### src/rtl/instr_byte_loader.sv
// rtl/instr_byte_loader.sv - byte-serial instruction loader packing bytes into 32-bit imem words
// Optional checksum feature: define LOADER_CHECKSUM_EN to add checksum_o / checksum_ok_o.
module instr_byte_loader #(
  parameter int         DEPTH      = 64,
  parameter int         ADDR_W     = 6,
  parameter logic [7:0] START_BYTE = 8'hFE
) (
  input  logic              clk_i,
  input  logic              reset,
  input  logic [7:0]        instr_i,
  output logic              imem_we_o,
  output logic [ADDR_W-1:0] imem_addr_o,
  output logic [31:0]       imem_wdata_o,
  output logic              cpu_rst_o,
  output logic              load_done_o,
  output logic [ADDR_W:0]   word_cnt_o
`ifdef LOADER_CHECKSUM_EN
  ,
  output logic [31:0]       checksum_o,
  output logic              checksum_ok_o
`endif
);

  localparam logic [ADDR_W:0] L_DEPTH = (ADDR_W+1)'(DEPTH);
  localparam logic [ADDR_W:0] L_LAST  = (ADDR_W+1)'(DEPTH - 1);

  typedef enum logic [1:0] {IDLE, LOAD, DONE} state_t;

  state_t            r_state;
  state_t            w_state_nxt;
  logic [1:0]        r_byte_cnt;
  logic [1:0]        w_byte_cnt_nxt;
  logic [23:0]       r_shift;
  logic [23:0]       w_shift_nxt;
  logic              r_we;
  logic [ADDR_W-1:0] r_addr;
  logic [31:0]       r_wdata;
  logic              r_cpu_rst;
  logic              r_done;
  logic [ADDR_W:0]   r_word_cnt;
  logic [31:0]       w_word;
  logic              w_wr;
  logic              w_end_hit;

  // The fourth byte completes the word combinationally with the three held bytes.
  assign w_word = {r_shift, instr_i};

  // State register and byte packing registers.
  always_ff @(posedge clk_i) begin
    if (reset) begin
      r_state    <= IDLE;
      r_byte_cnt <= 2'd0;
      r_shift    <= 24'd0;
    end else begin
      r_state    <= w_state_nxt;
      r_byte_cnt <= w_byte_cnt_nxt;
      r_shift    <= w_shift_nxt;
    end
  end

  // Next-state logic: marker detection, MS-first byte packing, end/full detection.
  always_comb begin
    w_state_nxt    = r_state;
    w_byte_cnt_nxt = r_byte_cnt;
    w_shift_nxt    = r_shift;
    w_wr           = 1'b0;
    w_end_hit      = 1'b0;
    case (r_state)
      IDLE: begin
        if (instr_i == START_BYTE) begin
          w_state_nxt    = LOAD;
          w_byte_cnt_nxt = 2'd0;
          w_shift_nxt    = 24'd0;
        end
      end
      LOAD: begin
        w_byte_cnt_nxt = r_byte_cnt + 2'd1;
        w_shift_nxt    = {r_shift[15:0], instr_i};
        if (r_byte_cnt == 2'd3) begin
          if (w_word == 32'hFFFF_FFFF) begin
            w_state_nxt = DONE;
            w_end_hit   = 1'b1;
          end else begin
            w_wr = 1'b1;
            // The write filling the last slot ends the load; no address wrap.
            if (r_word_cnt == L_LAST) begin
              w_state_nxt = DONE;
            end
          end
        end
      end
      DONE: begin
        w_state_nxt = DONE;
      end
      default: begin
        w_state_nxt = IDLE;
      end
    endcase
  end

  // Write port, word counter and CPU-reset/done status registers.
  always_ff @(posedge clk_i) begin
    if (reset) begin
      r_we       <= 1'b0;
      r_addr     <= '0;
      r_wdata    <= 32'd0;
      r_cpu_rst  <= 1'b1;
      r_done     <= 1'b0;
      r_word_cnt <= '0;
    end else begin
      r_we <= w_wr;
      if (w_wr) begin
        r_addr  <= r_word_cnt[ADDR_W-1:0];
        r_wdata <= w_word;
      end
      // The counter trails the write pulse by one cycle and saturates at DEPTH.
      if (r_we && (r_word_cnt != L_DEPTH)) begin
        r_word_cnt <= r_word_cnt + 1'b1;
      end
      r_done    <= (r_state == DONE);
      r_cpu_rst <= (r_state != DONE);
    end
  end

  assign imem_we_o    = r_we;
  assign imem_addr_o  = r_addr;
  assign imem_wdata_o = r_wdata;
  assign cpu_rst_o    = r_cpu_rst;
  assign load_done_o  = r_done;
  assign word_cnt_o   = r_word_cnt;

`ifdef LOADER_CHECKSUM_EN
  logic [31:0] r_checksum;
  logic        r_checksum_ok;

  // Running XOR of written words; the sender's trailing checksum word cancels it to zero.
  always_ff @(posedge clk_i) begin
    if (reset) begin
      r_checksum    <= 32'd0;
      r_checksum_ok <= 1'b0;
    end else begin
      if (r_we) begin
        r_checksum <= r_checksum ^ r_wdata;
      end
      if (w_end_hit) begin
        r_checksum_ok <= (r_checksum == 32'd0) && (r_word_cnt != '0);
      end
    end
  end

  assign checksum_o    = r_checksum;
  assign checksum_ok_o = r_checksum_ok;
`endif

endmodule

### config.mk
export PLATFORM = sky130hd
export DESIGN_NAME = instr_byte_loader
export DESIGN_NICKNAME = d
export VERILOG_FILES = /design/src/rtl/instr_byte_loader.sv
export SDC_FILE = /design/constraint.sdc
export NUM_CORES = 1
export LEC_CHECK = 0
export CORE_UTILIZATION = 30
export DETAILED_ROUTE_END_ITERATION = 16
export DONT_BUFFER_PORTS = 1
export GPL_TIMING_DRIVEN = 0
export PLACE_DENSITY_LB_ADDON = 0.3
export SYNTH_ARGS = -nofsm -noshare
export SYNTH_HDL_FRONTEND = slang
export SYNTH_SLANG_ARGS = --single-unit
### constraint.sdc
create_clock -name clk_i -period 2.59 [get_ports clk_i]
set_input_delay 0.3885 -clock clk_i [delete_from_list [all_inputs] [get_ports clk_i]]
set_output_delay 0.3885 -clock clk_i [all_outputs]
set_load 0.02 [all_outputs]
==> summary.md, run 1 <==
| Metric | Value |
|---|---|
| Status | `completed` |
| Post-CTS Hold Buffers | `0` |
| Slew margin rel. | `60.59%` |
| Initial antenna violation count | `0` |
| Crit share post-route | `73.92%` |
| Setup TNS | `0 ns` |
| Worst slew pin tran | `0.5873 ns` |
| WHS Path Cells | `2` |
| HPWL after DPL | `4677 um` |
| Peak Freq | `522.3 MHz` |
| MaxCap Viol Count | `0` |
| Max incr delay on CP | `0.50 ns` |
| Standard-cell rows | `35` |
| Gr usage total | `13.85%` |
| Max rail drop VDD | `0.0002963 V` |
| Post-cts resize count | `0` |
| Final Hold Fails | `0` |
| Max Slew Vio Count | `0` |
| Synth warn | `0` |
| Most frequent cells in the layout | `dfxtp_1, nor2_1, mux2i_1` |
| Yosys reg bits | `76` |
| Fin crit period | `1.914 ns` |
| Sequential share of the synthesized area | `53.57%` |
| Most common cell after layout, fill and taps aside | `dfxtp_1` |
| Total Die Area | `0.009860 mm2` |
| Skew final | `0.006837 ns` |
| Largest net degree at the start of global routing | `13` |
| P_leak | `1.083 nW` |
| ANT cells | `0` |
| Power Density | `706.0 mW/mm2` |
| Drt pass-1 iters | `4` |
| Die Y | `99.30 um` |
| Initial DRC count | `143` |
| Yosys cell types | `29` |
| Crit. End Element | `register` |
| Worst-path cell chain | `inv_1 -> ha_1 -> o21ai_1 -> clkbuf_1 -> a22oi_1 -> nor2_1` |
| Postcts setup bufs | `0` |
| H-tree levels | `3` |
| Clock Pin Slew Worst Setup and Hold Paths | `0.08 ns` |
| Met2 Track Usage GR | `19.71%` |
| Vias | `2004` |
| CP max-delay cell | `o21ai_1` |
| First-pass GRT wire length | `10410 um` |
| Power Total | `2.259 mW` |
| Syn_area_per_cell | `9.966 um2` |
| Worst-path fanout max | `10` |
| RSZ-0062 raised after global routing | `no` |
| Core area | `0.009196 mm2` |
| Post-Syn Area | `0.002840 mm2` |
| I/O Buffers | `0` |
| WP data arrival | `2.19 ns` |
| CTS Buf Count | `9` |
| Share of cells above drive strength 1 | `7.641%` |
| Initial core utilization | `30.88%` |
| M1 GR Usage | `18.70%` |
| Most Crowded Layer GR | `met2` |
| CP required | `2.87 ns` |
| Hold WC Path Type | `input port to register` |
| Drt wl/cell | `15.83 um` |
| Longest Clk Path Bufs | `2` |
| Insertion delay to the later sink of the worst-skew pair | `0.34 ns` |
| Worst Reg-to-Reg Cells | `6` |
| Avg Vias per Cell | `4.864` |
| Final Util | `34.80%` |
| Width of the die | `99.30 um` |
| CTS tree | `yes` |
| CTS sink cnt | `76` |
| DRT Wirelength | `6523 um` |
| Filler cells | `950` |
| I/O pin cnt | `58` |
| Finish-stage setup viols | `0` |
| Critical setup path kind | `register to register` |
| Root buf cell | `clkbuf_8` |
| Post-Syn Instances | `285` |
| Syn nets | `301` |
| Synth-to-Final Area Change | `12.69%` |
| Total gr overflow | `0` |
| Met3 Use GR | `5.271%` |
| Fin nets | `312` |
| Antenna-violating nets left | `0` |
| Element type at the critical path start | `register` |
| GP Congestion | `0.7838` |
| DRC violations left | `0` |
| Number of global-route vias before repair | `1924` |
logic make-up (layout without fill, tap and decap cells):
family,count (synthesis),after routing,synth area share [%]
xor+xnor,5,5,1.542
fa+ha+maj,6,6,2.643
flops,76,76,53.57
compound gates,33,33,8.281
simple gates,99,99,15.37
mux,42,42,14.80
buf+inv,24,40,3.788
routing by layer:
| layer | vias to the layer above | wire length, um |
|---|---|---|
| met4 | 0 | 97 |
| met2 | 64 | 2756 |
| li1 | 1010 | - |
| met3 | 9 | 533 |
| met5 | - | 0 |
| met1 | 921 | 3136 |
cell usage after synthesis (all sizes together):
library cell / instances / share of area [%]
xnor2: 2 / 0.62
o21ai: 3 / 0.53
nor2b: 2 / 0.44
mux2i: 42 / 15
a21oi: 1 / 0.18
nand4: 8 / 1.8
nor4: 2 / 0.44
nand3: 2 / 0.35
nand4bb: 1 / 0.40
inv: 7 / 0.93
buf: 8 / 1.7
nor2: 71 / 9.4
xor2: 3 / 0.93
o31ai: 2 / 0.53
clkbuf: 9 / 1.2
and2: 1 / 0.22
a31oi: 2 / 0.44
nand2: 4 / 0.53
ha: 6 / 2.6
or3: 1 / 0.22
a22oi: 25 / 6.6
dfxtp: 76 / 54
nand2b: 4 / 0.88
nand4b: 1 / 0.31
and3: 2 / 0.44
final cells by class:
type                       count  area (um2)  share of cell area (%)
inverter                       7       26.28                  0.8210
tap                          111       138.9                   4.339
sequential                    76        1521                   47.54
clock inverter                 3       42.54                   1.329
multi-input combinational    185        1211                   37.84
clock buffer                  13       178.9                   5.590
buffer                        17       81.33                   2.541
stage by stage:
| stage | cells | cell area [um2] | setup slack [ns] | hold WS [ns] |
|---|---|---|---|---|
| after floorplan | 285 | 2840 | 0.9855 | 0.4647 |
| after global placement | 396 | 2979 | 0.6671 | 0.4773 |
| after detailed placement | 396 | 2979 | 0.6727 | 0.4877 |
| after CTS | 412 | 3201 | 0.6739 | 0.1763 |
| after global routing | 412 | 3201 | 0.4624 | 0.1838 |
| final | 412 | 3201 | 0.6756 | 0.1948 |
path summary, 6_finish.rpt:
kind                      to  startpoint  slack [ns]
setup / recovery  r_shift[6]  r_state[0]        0.68
hold reg to reg   r_state[1]  r_state[1]        0.49
hold / removal    r_shift[7]  instr_i[7]        0.19
setup reg to reg  r_shift[6]  r_state[0]        0.68
report_power, final:
| part | switching (mW) | internal (mW) | total [mW] | leakage [nW] |
|---|---|---|---|---|
| Sequential | 0.00584 | 1.17 | 1.18 | 0.612 |
| Combinational | 0.0876 | 0.0302 | 0.118 | 0.359 |
| Clock | 0.413 | 0.549 | 0.962 | 0.112 |
state kept, by name, summed over array words and instances, names as in the netlist:
register,cells
imem_addr_o,6
imem_wdata_o,32
r_byte_cnt,2
r_shift,24
word_cnt_o,7
r_state,2
load_done_o,1
cpu_rst_o,1
imem_we_o,1
worst max-delay path, delay by kind of cell, from the launching register on:
kind            cells  cell delay [ns]
compound gates      2             0.66
buf+inv             2             0.51
flops               1             0.36
fa+ha+maj           1             0.23
simple gates        1             0.11
No activity file was read; power rests on OpenSTA's default activity.
==> run 2, diff against run 1 <==
==> constraint.sdc (replaced) <==
create_clock -name clk_i -period 2 [get_ports clk_i]
set_input_delay 0.3 -clock clk_i [delete_from_list [all_inputs] [get_ports clk_i]]
set_output_delay 0.3 -clock clk_i [all_outputs]
set_load 0.02 [all_outputs]
==> summary.md, run 2 (synthesized netlist as in run 1, its figures left out) <==
| Metric | Value |
|---|---|
| Peak Freq | `537.1 MHz (was 522.3 MHz)` |
| I/O pin cnt | `58 (unchanged)` |
| First-pass GRT wire length | `10410 um (unchanged)` |
| Share of cells above drive strength 1 | `7.973% (was 7.641%)` |
| Max Slew Vio Count | `0 (unchanged)` |
| Element type at the critical path start | `register (unchanged)` |
| Met3 Use GR | `5.271% (unchanged)` |
| Hold wc startpoint | `instr_i[7] (unchanged)` |
| Sw frac | `22.48% (was 22.40%)` |
| Drt wl/cell | `15.85 um (was 15.83 um)` |
| HPWL after DPL | `4677 um (unchanged)` |
| Final Worst Setup Slack | `0.1381 ns (was 0.6756 ns)` |
| Total Die Area | `0.009860 mm2 (unchanged)` |
| DRC violations left | `0 (unchanged)` |
| Clock network power share | `42.4% (was 42.6%)` |
| CTS Buf Count | `9 (unchanged)` |
| WP data arrival | `2.08 ns (was 2.19 ns)` |
| Worst-path fanout max | `10 (unchanged)` |
| Reg power frac | `52.1% (was 52.2%)` |
| Power Total | `2.931 mW (was 2.259 mW)` |
| CP required | `2.22 ns (was 2.87 ns)` |
| Largest net degree at the start of global routing | `13 (unchanged)` |
| Avg Vias per Cell | `4.883 (was 4.864)` |
| Insertion delay to the later sink of the worst-skew pair | `0.34 ns (about the same)` |
| Drt pass-1 iters | `4 (unchanged)` |
| Most frequent cells in the layout | `dfxtp_1, nor2_1, mux2i_1 (unchanged)` |
| Power Internal | `2.272 mW (was 1.753 mW)` |
| Status | `completed (unchanged)` |
| Power Density | `914.8 mW/mm2 (was 706.0 mW/mm2)` |
| MaxCap Viol Count | `0 (unchanged)` |
| RR Startpoint | `r_shift[1] (was r_state[0])` |
| Met2 Track Usage GR | `19.71% (unchanged)` |
| Final Hold Fails | `0 (unchanged)` |
| Placed instance count | `396 (unchanged)` |
| Filler cells | `951 (was 950)` |
| M1 GR Usage | `18.70% (unchanged)` |
| Standard-cell rows | `35 (unchanged)` |
| GP Congestion | `0.7838 (unchanged)` |
| DRT Wirelength | `6532 um (was 6523 um)` |
| Fin crit period | `1.862 ns (was 1.914 ns)` |
| Comb power frac | `5.4% (was 5.2%)` |
| Slew margin rel. | `65.23% (was 60.59%)` |
| Vias | `2012 (was 2004)` |
| DP Worst Slack | `0.1098 ns (was 0.6727 ns)` |
| Die Y | `99.30 um (unchanged)` |
| Hold WC Path Type | `input port to register (unchanged)` |
| Root buf cell | `clkbuf_8 (unchanged)` |
| Most common cell after layout, fill and taps aside | `dfxtp_1 (unchanged)` |
| ANT cells | `0 (unchanged)` |
| Number of global-route vias before repair | `1924 (unchanged)` |
| Core area | `0.009196 mm2 (unchanged)` |
| Max rail drop VDD | `0.0003839 V (was 0.0002963 V)` |
| Initial antenna violation count | `0 (unchanged)` |
| RSZ-0062 raised after global routing | `no (unchanged)` |
| H-tree levels | `3 (unchanged)` |
| Launch point of the worst path | `r_shift[1] (was r_state[0])` |
| P_leak | `1.083 nW (about the same)` |
| Total gr overflow | `0 (unchanged)` |
| Largest register FFs | `32 (unchanged)` |
| Postcts setup bufs | `0 (unchanged)` |
| Skew final | `0.006726 ns (was 0.006837 ns)` |
| Worst slew pin tran | `0.5215 ns (was 0.5873 ns)` |
| Clock Pin Slew Worst Setup and Hold Paths | `0.08 ns (about the same)` |
| CTS sink cnt | `76 (unchanged)` |
| Initial core utilization | `30.88% (unchanged)` |
| Fin nets | `312 (unchanged)` |
| Most Crowded Layer GR | `met2 (unchanged)` |
| Initial DRC count | `114 (was 143)` |
| Sw power | `0.6589 mW (was 0.5061 mW)` |
| Antenna-violating nets left | `0 (unchanged)` |
| CTS tree | `yes (unchanged)` |
| Placed cell areas | `0.002979 mm2 (unchanged)` |
| Post-Layout Cell Count | `412 (unchanged)` |
| I/O Buffers | `0 (unchanged)` |
| Synth-to-Final Area Change | `12.82% (was 12.69%)` |
| Setup TNS | `0 ns (unchanged)` |
| Critical setup path kind | `register to register (unchanged)` |
| Crit. End Element | `register (unchanged)` |
| Final instance area | `0.003204 mm2 (was 0.003201 mm2)` |
| Width of the die | `99.30 um (unchanged)` |
| Crit share post-route | `93.10% (was 73.92%)` |
| Longest Clk Path Bufs | `2 (unchanged)` |
| Gr usage total | `13.85% (unchanged)` |
| Finish-stage setup viols | `0 (unchanged)` |
==> run 2: cell counts in the layout (fill, tap and decap cells not counted) <==
No cell type changed its count.
==> run 2: power groups by stage <==
stage | Clock, mW | Sequential [mW] | Combinational, mW
global route | 1.36 | 1.53 | 0.179
floorplan | 0 | 1.56 | 0.114
CTS | 1.29 | 1.53 | 0.155
global placement | 0 | 1.56 | 0.152
detailed placement | 0 | 1.56 | 0.154
finish | 1.24 | 1.53 | 0.159
==> run 2: cell type report <==
cell class,instances,area (um2),area share [%]
Buffer,17,81.33,2.538
Clock buffer,13,178.9,5.584
Clock inverter,3,42.54,1.328
Inverter,7,26.28,0.8200
Multi-Input combinational cell,185,1215,37.92
Sequential cell,76,1521,47.48
Tap cell,111,138.9,4.334
==> run 2: final timing paths <==
| path | to | slack, ns | cells after the start |
|---|---|---|---|
| setup / recovery | imem_wdata_o[17] | 0.14 | 7 |
| hold / removal | r_shift[7] | 0.11 | 2 |
| setup reg to reg | imem_wdata_o[17] | 0.14 | 7 |
| hold reg to reg | r_state[1] | 0.49 | 2 |
==> run 2: per-stage QoR <==
step           util [%]  hold slack [ns]
6_report          34.84           0.1064
5_1_grt           34.84          0.09534
4_1_cts           34.80          0.08782
3_5_place_dp      32.39           0.4571
3_3_place_gp      32.39           0.4496
2_1_floorplan         -           0.4472
==> run 2: worst max-delay path: stages (launching register included) <==
cell	delay, ns
dfxtp_1	0.43
nand4_1	0.14
nor4_1	0.36
a31oi_1	0.19
buf_4	0.23
buf_6	0.17
mux2i_1	0.15
nor2_1	0.05
==> run 2: routing by layer <==
metal	vias up	wire length [um]	share of wire [%]
met5	-	0	0
met4	0	85	1.3
met3	7	491	7.5
met2	59	2783	43
met1	936	3171	49
li1	1010	-	-
==> run 2: what timing repair did <==
item,in CTS,in global routing
resized for setup,0,1
setup endpoints to repair,0,20
hold buffers,0,0
==> run 3, diff against run 2 <==
--- a/config.mk
+++ b/config.mk
@@ -5,9 +5,12 @@
 export SDC_FILE = /design/constraint.sdc
 export NUM_CORES = 1
 export LEC_CHECK = 0
+export CELL_PAD_IN_SITES_DETAIL_PLACEMENT = 1
+export CELL_PAD_IN_SITES_GLOBAL_PLACEMENT = 1
 export CORE_UTILIZATION = 30
 export DETAILED_ROUTE_END_ITERATION = 16
 export DONT_BUFFER_PORTS = 1
+export GPL_ROUTABILITY_DRIVEN = 0
 export GPL_TIMING_DRIVEN = 0
 export PLACE_DENSITY_LB_ADDON = 0.3
 export SYNTH_ARGS = -nofsm -noshare
==> summary.md, run 3 (synthesized netlist as in run 1, its figures left out) <==
| Metric | Value |
|---|---|
| Status | `completed (unchanged)` |
| Max rail drop VDD | `0.0003371 V (was 0.0003839 V)` |
| Fin crit period | `1.869 ns (was 1.862 ns)` |
| CP max-delay cell | `dfxtp_1 (unchanged)` |
| First-pass GRT wire length | `11180 um (was 10410 um)` |
| CP required | `2.23 ns (was 2.22 ns)` |
| Hold WC Path Type | `input port to register (unchanged)` |
| Crit. End Element | `register (unchanged)` |
| Peak Freq | `535.0 MHz (was 537.1 MHz)` |
| Drt wl/cell | `16.89 um (was 15.85 um)` |
| RSZ-0062 raised after global routing | `no (unchanged)` |
| Hold wc startpoint | `instr_i[3] (was instr_i[7])` |
| DRT Wirelength | `6958 um (was 6532 um)` |
| WP data arrival | `2.10 ns (was 2.08 ns)` |
| ANT cells | `0 (unchanged)` |
| Clock Pin Slew Worst Setup and Hold Paths | `0.08 ns (about the same)` |
| Die Y | `99.30 um (unchanged)` |
| Worst-path fanout max | `10 (unchanged)` |
| Finish-stage setup viols | `0 (unchanged)` |
| Setup TNS | `0 ns (unchanged)` |
| Gr usage total | `15.09% (was 13.85%)` |
| Worst Reg-to-Reg Cells | `7 (unchanged)` |
| H-tree levels | `3 (unchanged)` |
| Filler cells | `1043 (was 951)` |
| Total gr overflow | `0 (unchanged)` |
| Max incr delay on CP | `0.46 ns (was 0.43 ns)` |
| Initial core utilization | `30.88% (unchanged)` |
| HPWL after DPL | `5065 um (was 4677 um)` |
| Largest register FFs | `32 (unchanged)` |
| Most common cell after layout, fill and taps aside | `dfxtp_1 (unchanged)` |
| Reg2reg end | `imem_wdata_o[17] (unchanged)` |
| Drt pass-1 iters | `4 (unchanged)` |
| Worst slew pin tran | `0.5370 ns (was 0.5215 ns)` |
| DP Worst Slack | `0.04056 ns (was 0.1098 ns)` |
| Final instance area | `0.003228 mm2 (was 0.003204 mm2)` |
| Most frequent cells in the layout | `dfxtp_1, nor2_1, mux2i_1 (unchanged)` |
| WHS Path Cells | `2 (unchanged)` |
| DRC violations left | `0 (unchanged)` |
| RR Startpoint | `r_shift[5] (was r_shift[1])` |
| Width of the die | `99.30 um (unchanged)` |
| Postcts setup bufs | `0 (unchanged)` |
| Longest Clk Path Bufs | `2 (unchanged)` |
| Fin nets | `312 (unchanged)` |
| Worst-path cell chain | `nand4_1 -> nor4_1 -> a31oi_1 -> buf_6 -> buf_6 -> mux2i_1 -> nor2_1 (was nand4_1 -> nor4_1 -> a31oi_1 -> buf_4 -> buf_6 -> mux2i_1 -> nor2_1)` |
| MaxCap Viol Count | `0 (unchanged)` |
| Slew margin rel. | `63.90% (was 65.23%)` |
| Initial antenna violation count | `0 (unchanged)` |
| Root buf cell | `clkbuf_8 (unchanged)` |
| CP most frequent cell | `buf_6` |
| Final Util | `35.10% (was 34.84%)` |
| Final Hold Fails | `0 (unchanged)` |
| Standard-cell rows | `35 (unchanged)` |
| CTS Buf Count | `9 (unchanged)` |
| Total Die Area | `0.009860 mm2 (unchanged)` |
| WHS Endpoint | `imem_wdata_o[3] (was r_shift[7])` |
| CTS tree | `yes (unchanged)` |
| P_leak | `1.095 nW (was 1.083 nW)` |
| Avg Vias per Cell | `4.942 (was 4.883)` |
| CTS sink cnt | `76 (unchanged)` |
| Critical setup path kind | `register to register (unchanged)` |
| Number of global-route vias before repair | `2136 (was 1924)` |
| Core area | `0.009196 mm2 (unchanged)` |
| Crit share post-route | `93.46% (was 93.10%)` |
| Power Density | `945.6 mW/mm2 (was 914.8 mW/mm2)` |
| Placed cell areas | `0.002979 mm2 (unchanged)` |
| Antenna-violating nets left | `0 (unchanged)` |
| Skew final | `0.006030 ns (was 0.006726 ns)` |
| Final Worst Setup Slack | `0.1308 ns (was 0.1381 ns)` |
| Initial DRC count | `84 (was 114)` |
| I/O pin cnt | `58 (unchanged)` |
| Share of cells above drive strength 1 | `8.306% (was 7.973%)` |
| Reg2reg setup slack | `0.13 ns (was 0.14 ns)` |
| I/O Buffers | `0 (unchanged)` |
| Insertion delay to the later sink of the worst-skew pair | `0.35 ns (was 0.34 ns)` |
| Largest net degree at the start of global routing | `13 (unchanged)` |
| Synth-to-Final Area Change | `13.66% (was 12.82%)` |
| Element type at the critical path start | `register (unchanged)` |
| Final hold slack | `0.09588 ns (was 0.1064 ns)` |
| Vias | `2036 (was 2012)` |
| Max Slew Vio Count | `0 (unchanged)` |
run 3: cell types whose count changed in the layout (fill, tap and decap cells not counted):
cell | previous run | this run
bufinv_16 | 1 | 2
buf_6 | 1 | 2
clkinvlp_4 | 1 | 0
nor4_1 | 2 | 1
clkinv_2 | 1 | 2
clkbuf_8 | 13 | 12
buf_4 | 1 | 0
nor4_2 | 0 | 1
run 3: repair_timing:
| action | in CTS | in global routing |
|---|---|---|
| endpoints found under the setup margin | 0 | 29 |
| gates resized for setup | 0 | 3 |
| hold buffers | 0 | 0 |
run 3: worst max-delay path by stage:
stage / from / to / slack, ns
after global routing: r_state[1] / imem_wdata_o[3] / 0.001
after global placement: r_state[0] / r_shift[23] / 0.09
after CTS: r_state[0] / r_shift[15] / 0.02
final: r_shift[5] / imem_wdata_o[17] / 0.13
after floorplan: r_shift[15] / imem_wdata_o[15] / 0.43
after detailed placement: r_state[0] / r_shift[16] / 0.04
run 3: area by class of cell:
class / instances / area [um2] / area share, %
clock buffers: 12 / 165.2 / 5.116
multi-input cells: 185 / 1221 / 37.83
flip-flops and latches: 76 / 1521 / 47.13
well taps: 111 / 138.9 / 4.302
plain buffers: 17 / 85.08 / 2.636
clock inverters: 4 / 70.07 / 2.171
inverters: 7 / 26.28 / 0.8140
run 3: report_power, final:
| group | total [mW] | internal, mW | switching (mW) |
|---|---|---|---|
| logic | 0.161 | 0.0410 | 0.120 |
| clock network | 1.36 | 0.801 | 0.562 |
| registers | 1.53 | 1.52 | 0.00765 |
| total | 3.05 | 2.36 | 0.690 |
run 3: critical path, delay by kind of cell (launching register included):
family          cells  cell delay, ns
flops               1            0.46
simple gates        3            0.54
mux                 1            0.15
compound gates      1            0.22
buf+inv             2            0.36
run 3: per-layer routing:
layer  vias up  wire, um  track usage (%)
li1       1002         -                -
met1       969      3241            17.94
met2        50      3122            24.04
met3        15       430            5.973
met4         0       163            6.787
met5         -         0                0
run 3: through the flow:
step | power [mW] | std cells
after floorplan | 1.676 | 285
after global placement | 1.719 | 396
after detailed placement | 1.723 | 396
after CTS | 3.088 | 412
after global routing | 3.183 | 412
final | 3.053 | 412
